## config.mk

```make
export PLATFORM = sky130hd
export DESIGN_NAME = alu_arbiter
export DESIGN_NICKNAME = d
export VERILOG_FILES = /design/src/rtl/alu_arb_pkg.sv /design/src/rtl/alu_arb_pick.sv /design/src/rtl/alu_arbiter.sv
export SDC_FILE = /design/constraint.sdc
export NUM_CORES = 1
export LEC_CHECK = 0
export ABC_CLOCK_PERIOD_IN_PS = 4000
export CORE_MARGIN = 2
export CORE_UTILIZATION = 35
export DETAILED_ROUTE_END_ITERATION = 7
export GPL_TIMING_DRIVEN = 0
export PLACE_DENSITY = 0.78
export SLEW_MARGIN = 20
export SYNTH_ARGS = -nofsm -noshare
export SYNTH_HDL_FRONTEND = slang
export SYNTH_SLANG_ARGS = --single-unit
```

## constraint.sdc

```tcl
create_clock -name Clk -period 4 [get_ports Clk]
set_input_delay 1.2 -clock Clk [delete_from_list [all_inputs] [get_ports Clk]]
set_output_delay 1.2 -clock Clk [all_outputs]
set_load 0.05 [all_outputs]
```

## src/rtl/alu_arb_pkg.sv

```systemverilog
// Shared types and sizing for the two-requester ALU arbiter.
// Optional feature macro: ALU_ARB_FIXED_PRIO_EN (fixed priority to requester 0).
package alu_arb_pkg;

    localparam int DATA_W = 8;
    localparam int CNT_W = 4;
    localparam int HOLD_CYCLES_DEF = 1;

    typedef enum logic [1:0] {
        IDLE = 2'd0,
        EXEC = 2'd1,
        DONE = 2'd2
    } state_t;

endpackage

```

## src/rtl/alu_arb_pick.sv

```systemverilog
// Winner selection between two requesters.
// ALU_ARB_FIXED_PRIO_EN: ties go to requester 0; otherwise round-robin.
module alu_arb_pick (
    input  logic       Req0,
    input  logic       Req1,
    input  logic       pointer,
    output logic [1:0] gnt
);

`ifdef ALU_ARB_FIXED_PRIO_EN
    logic unused_pointer;
    assign unused_pointer = pointer;
`endif

    always_comb begin
        gnt = 2'b00;
        unique case (1'b1)
            (Req0 && Req1): begin
`ifdef ALU_ARB_FIXED_PRIO_EN
                gnt = 2'b01;
`else
                // pointer holds the last served index
                gnt = pointer ? 2'b01 : 2'b10;
`endif
            end
            (Req0 && !Req1): gnt = 2'b01;
            (!Req0 && Req1): gnt = 2'b10;
            default:         gnt = 2'b00;
        endcase
    end

endmodule

```

## src/rtl/alu_arbiter.sv

```systemverilog
// Two-requester arbiter sharing one external combinational adder.
// ALU_ARB_FIXED_PRIO_EN: fixed priority to requester 0 instead of round-robin.
module alu_arbiter
    import alu_arb_pkg::*;
#(
    parameter int HOLD_CYCLES = HOLD_CYCLES_DEF
) (
    input  logic              Clk,
    input  logic              Clear,
    input  logic              Req0,
    input  logic [DATA_W-1:0] A0,
    input  logic [DATA_W-1:0] B0,
    input  logic              Req1,
    input  logic [DATA_W-1:0] A1,
    input  logic [DATA_W-1:0] B1,
    output logic              Gnt0,
    output logic              Gnt1,
    output logic              Done0,
    output logic              Done1,
    output logic [DATA_W-1:0] Result,
    output logic              ALUOp,
    output logic [DATA_W-1:0] AluData1,
    output logic [DATA_W-1:0] AluData2,
    output logic              AluClear,
    input  logic [DATA_W-1:0] AluResult
);

    localparam logic [CNT_W-1:0] CNT_INIT =
        CNT_W'(HOLD_CYCLES - 1);

    state_t            state;
    logic [CNT_W-1:0]  cnt;
    logic [DATA_W-1:0] opa;
    logic [DATA_W-1:0] opb;
    logic [DATA_W-1:0] result_q;
    logic [1:0]        done_q;
    logic              win;
    logic              last;
    logic              op_q;
    logic [1:0]        pick;
    logic [1:0]        gnt;

    alu_arb_pick u_pick (
        .Req0    (Req0),
        .Req1    (Req1),
        .pointer (last),
        .gnt     (pick)
    );

    assign gnt = (state == IDLE) ? pick : 2'b00;

    always_ff @(posedge Clk or negedge Clear) begin
        if (!Clear) begin
            state    <= IDLE;
            cnt      <= '0;
            opa      <= '0;
            opb      <= '0;
            result_q <= '0;
            done_q   <= 2'b00;
            win      <= 1'b0;
            last     <= 1'b1;
            op_q     <= 1'b0;
        end else begin
            unique case (state)
                IDLE: begin
                    done_q <= 2'b00;
                    if (|gnt) begin
                        state <= EXEC;
                        op_q  <= 1'b1;
                        win   <= gnt[1];
                        last  <= gnt[1];
                        opa   <= gnt[1] ? A1 : A0;
                        opb   <= gnt[1] ? B1 : B0;
                        cnt   <= CNT_INIT;
                    end
                end
                EXEC: begin
                    if (cnt == '0) begin
                        state    <= DONE;
                        op_q     <= 1'b0;
                        result_q <= AluResult;
                        done_q   <= win ? 2'b10 : 2'b01;
                    end else begin
                        cnt <= cnt - 1'b1;
                    end
                end
                DONE: begin
                    state  <= IDLE;
                    done_q <= 2'b00;
                end
                default: begin
                    state  <= IDLE;
                    op_q   <= 1'b0;
                    done_q <= 2'b00;
                end
            endcase
        end
    end

    assign Gnt0     = gnt[0];
    assign Gnt1     = gnt[1];
    assign Done0    = done_q[0];
    assign Done1    = done_q[1];
    assign Result   = result_q;
    assign ALUOp    = op_q;
    assign AluClear = ~op_q;
    assign AluData1 = op_q ? opa : '0;
    assign AluData2 = op_q ? opb : '0;

endmodule

```

=== Word level (Yosys, flattened, before mapping) ===
Cells that the tools add are included.

* Input port bits: 44
* Bits in registers: 35
* Output and inout bits: 30
* Logic and storage cells: 50

* Reductions and logical operators: 14
* Mux-type cells: 19
* Bitwise gates (word level): 2
* Add/sub/neg operators: 1
* Equality and inequality tests: 5

{| class="wikitable"
|+ Operator list
! operator !! number
|-
| $mux W8 || 4
|-
| $mux W2 || 7
|-
| $mux W4 || 2
|-
| $pmux W4 S2 || 1
|-
| $pmux W2 S3 || 1
|-
| $reduce_and A2 Y1 || 3
|-
| $reduce_and A3 Y1 || 2
|-
| $logic_not A4 Y1 || 1
|-
| $ne A2 B2 Y1 const B || 2
|-
| $pmux W2 S2 || 1
|-
| $sub A4 B1 Y4 const B || 1
|-
| $logic_and A1 B1 Y1 || 3
|-
| $pmux W1 S3 || 1
|-
| $eq A2 B1 Y1 const B || 1
|-
| $eq A2 B2 Y1 const B || 1
|-
| $logic_not A1 Y1 || 2
|-
| $logic_not A2 Y1 || 1
|-
| $mux W1 || 2
|-
| $ne A2 B1 Y1 const B || 1
|-
| $not A1 Y1 || 2
|-
| $reduce_bool A2 Y1 || 1
|-
| $reduce_or A2 Y1 || 1
|}

=== Depth between registers and ports, before layout ===
* Depth in word-level cells: 7
* Mapped depth: 5
* Gate-level depth less buffers: 5

=== By module ===
Synthesis repeated with hierarchy kept, for this count alone.

* Cell total of the unflattened synthesis: 137
* Area, all modules: 1843.0 µm²

{| class="wikitable"
|+ Modules (own cells, without submodules)
! module !! times used !! sequential area each (µm²) !! area an instance (µm²) !! cells each
|-
| alu_arbiter || 1 || 877.1 || 1824.2 || 134
|-
| alu_arb_pick || 1 || 0.0 || 18.8 || 3
|}

=== Worst setup path after synthesis ===
Ideal clock, no wire load.

* Kind: input -> output
* From: input Req0
* To: output Gnt1
* Stages on the path: 3
* Buffers on the path: 1
* Arrival: 2.181 ns
* Setup slack: 0.619 ns
* Required time: 2.800 ns
* Cells stage by stage: buf_2 -> a211oi_4 -> and2_1

* Word-level cells in the longest chain between the ends: 4
* Elaborated cells between the ends (all ways): 6
* Those cells by class: 2 x mux; 4 x reduce/logical

{| class="wikitable"
|+ RTL lines
! what !! line !! text
|-
| start: declaration || alu_arbiter.sv:10 || <nowiki>input logic Req0,</nowiki>
|-
| $logic_not A1 Y1 || alu_arb_pick.sv:27 || <nowiki>(!Req0 && Req1): gnt = 2'b10;</nowiki>
|-
| $logic_and A1 B1 Y1 || alu_arb_pick.sv:27 ||
|-
| $pmux W2 S3 (*) || alu_arb_pick.sv:17 || <nowiki>unique case (1'b1)</nowiki>
|-
| $mux W2 (*) || alu_arbiter.sv:50 || <nowiki>assign gnt = (state == IDLE) ? pick : 2'b00;</nowiki>
|-
| end: declaration || alu_arbiter.sv:17 || <nowiki>output logic Gnt1,</nowiki>
|}

Every way passes the cells marked *; elsewhere a longest branch is shown, timed or not.

=== Worst setup path after layout ===
Same ends and word-level chain as after synthesis.

==> impl_metrics.yaml <==
outcome:
  status: "completed"
floorplanning:
  die_h_um: 76.1
  start_util: 0.358
  io_pins: 74
  rows: 26
  dieWidth_um: 76.1
  dieArea_um2: 5790
  core_area_um2: 5070
cells_and_area:
  multi_input_area_um2: 845
  post-route-util: 0.544
  fillerInstances: 477
  layout-drive-gt1-share: 0.136
  area_growth_pct: 51.9
  diodes: 0
  fin_nets: 310
  register_area_um2: 877
logic_synthesis:
  yosysSeqAreaShare: 0.482
  yosys-top-cells-area: "dfrtp_1 (47%), nand3_1 (8.8%), o2111ai_1 (7.7%), and2_1 (5.8%), o21ai_0 (5.0%)"
  postSynthAreaPerCell_um2: 10.1
  yosys.cell_types.count: 34
  synthArstFlopShare: 1.00
  synth_top_area_frac: 0.468
  synth_commonest_cells: "dfrtp_1 (34), nand3_1 (32), o21ai_0 (18)"
  synthesis.area_um2: 1820
  synth.most_common_cell: "dfrtp_1"
  synth_ff_type: "dfrtp_1"
  syn_inst: 181
  yosysWarnings: 0
  yosys_register_bits: 35
  synth_nets: 227
  yosys.area.top_type: "dfrtp_1"
  synth_edf_count: 0
critical_path:
  crit_start: "Req0"
  cp_slowest_cell: "clkdlybuf4s50_1"
  r2r_slack_ps: 2370
  path_max_fanout: 10
  path_buf_inv: 3
  crit_family: "buffers and inverters"
  crit_arrival_ps: 2690
  cp.depth: 5
  cp-end-kind: "output pin"
  reg2reg_to: "Result[0]$_DFFE_PN0P_"
  rr_startpoint: "cnt[0]$_DFFE_PN0P_"
  cpPeakStageDelay_ps: 420
  critPathKind: "primary input to output pin"
  cp.required_ps: 2800
  cp-start-kind: "primary input"
  reg2reg_depth: 5
  worstPathCellList: "clkdlybuf4s50_1 -> buf_2 -> a211oi_4 -> and2_1 -> clkdlybuf4s18_2"
  crit_end: "Gnt1"
global_routing:
  grt_max_degree: 26
  grt_usage: 0.174
  overflow: 0
  grt_pass1_wl_um: 8270
  grt_pass1_vias: 1702
  antenna_found_initial: 0
sta:
  hold_violations: 0
  finalSetupTns_ps: 0
  slew_viol_final: 0
  fmax_ghz: 0.257
  tightest_slew_ps: 515
  clock_skew_ps: 5.95
  period_share: 0.971
  relSlewSlack: 0.656
  rsz0062_at_grt: "no"
  fin_crit_ps: 3890
  setup-violations-final: 0
clocking:
  clock_path_buffers: 2
  root_buffer: "clkbuf_8"
  cts_tree: "done"
  postCtsHoldBufs: 0
  clock_latency_ps: 280
  h-tree-depth: 2
  numClockSinks: 35
  clk_pin_slew_worst_paths_ps: 60
  cts_buffers: 5
power_and_ir_drop:
  powerDensity_nw_per_um2: 864
  leakage_uw: 0.00115
  irDropWorstVdd_mv: 0.496
  total_power_uw: 2390
min_path:
  hold_path.class: "flip-flop to flip-flop"
  hold-path-cell-count: 2
routing:
  drt_iter0_markers: 109
  wl_um: 4740
  antenna_left: 0
  first_pass_iters: 4
  vias: 1747
  drc_errors: 0
  wl_per_cell_um: 14.2
  routed_via_density: 5.21
placement:
  hpwlAfterDp_um: 3490
  port_buffers: 73
  place_congestion: 0.796
job:
  cap_violations: 0
## final cells by class
| type | count | area share |
|---|---|---|
| inverter | 7 | 0.00951 |
| clock buffer | 8 | 0.0362 |
| buffer | 15 | 0.0258 |
| sequential | 35 | 0.317 |
| multi-input combinational | 124 | 0.306 |
| timing repair buffer | 76 | 0.274 |
| tap | 70 | 0.0317 |
## through the flow
step | instance area [um2] | setup WS [ps] | std cells | hold slack, ps
finish | 2760 | 115 | 335 | 499
floorplan | 1820 | 619 | 181 | 466
global placement | 2640 | -504 | 324 | 482
global route | 2760 | 29.3 | 335 | 526
detailed placement | 2650 | -506 | 325 | 491
CTS | 2770 | 26.2 | 335 | 507
## metal layers
metal	global-route usage	up-vias	wire length [um]
met3	0.0474	6	347
met5	0	-	0
met2	0.284	75	2320
met4	0.0436	0	38
li1	-	830	-
met1	0.230	836	2030
## cells by family after synthesis
kind of cell	synth area share
AOI/OAI and AO/OA	0.174
adders and majority gates	0.0138
buffers and inverters	0.0536
DFF	0.482
muxes	0.0660
and+or+nand+nor	0.210
## power by group
group | switching, uW | internal [uW] | total (uW) | leakage [uW]
logic | 918 | 557 | 1470 | 0.000673
clock network | 123 | 157 | 280 | 0.0000515
registers | 98.3 | 533 | 631 | 0.000428
total | 1140 | 1250 | 2390 | 0.00115
## cell usage in the layout, fill, tap and decap left out, types with 2 or more instances in the layout
master	instances
o21ai_0	18
clkbuf_8	7
o211ai_1	2
inv_1	6
ha_1	2
clkdlybuf4s50_1	70
nand3_1	32
nor2_1	3
nand2b_1	2
mux2_2	8
buf_4	4
o2111ai_1	16
buf_2	7
nor3_1	2
and2_1	17
mux2i_1	3
clkbuf_1	8
nand2_1	3
a21o_1	2
dfrtp_1	34
## sequential cells by signal (all words and copies together) (netlist names)
name,cells
opa,8
cnt,4
ALUOp,1
state,2
done_q,2
opb,8
win,1
last,1
Result,8
## worst min-delay path by stage
| stage | startpoint | end |
|---|---|---|
| after global routing | opb[1]$_DFFE_PN0P_ | opb[1]$_DFFE_PN0P_ |
| after global placement | opb[1]$_DFFE_PN0P_ | opb[1]$_DFFE_PN0P_ |
| final | opb[1]$_DFFE_PN0P_ | opb[1]$_DFFE_PN0P_ |
| after CTS | opb[1]$_DFFE_PN0P_ | opb[1]$_DFFE_PN0P_ |
| after floorplan | opb[1]$_DFFE_PN0P_ | opb[1]$_DFFE_PN0P_ |
| after detailed placement | opb[1]$_DFFE_PN0P_ | opb[1]$_DFFE_PN0P_ |
## worst register-to-register path, delay by kind of cell, from the launching register on
kind	cells	cell delay, ps
and+or+nand+nor	2	560
DFF	1	410
muxes	1	300
adders and majority gates	1	150
buffers and inverters	1	90
## timing repair
item / in CTS / in global routing
endpoints found under the hold margin: 0 / 0
setup endpoints to repair: 2 / 1
pin swaps: 2 / 0
gates resized for setup: 5 / 2
setup buffers: 2 / 0
(Power assumes the default switching activity.)
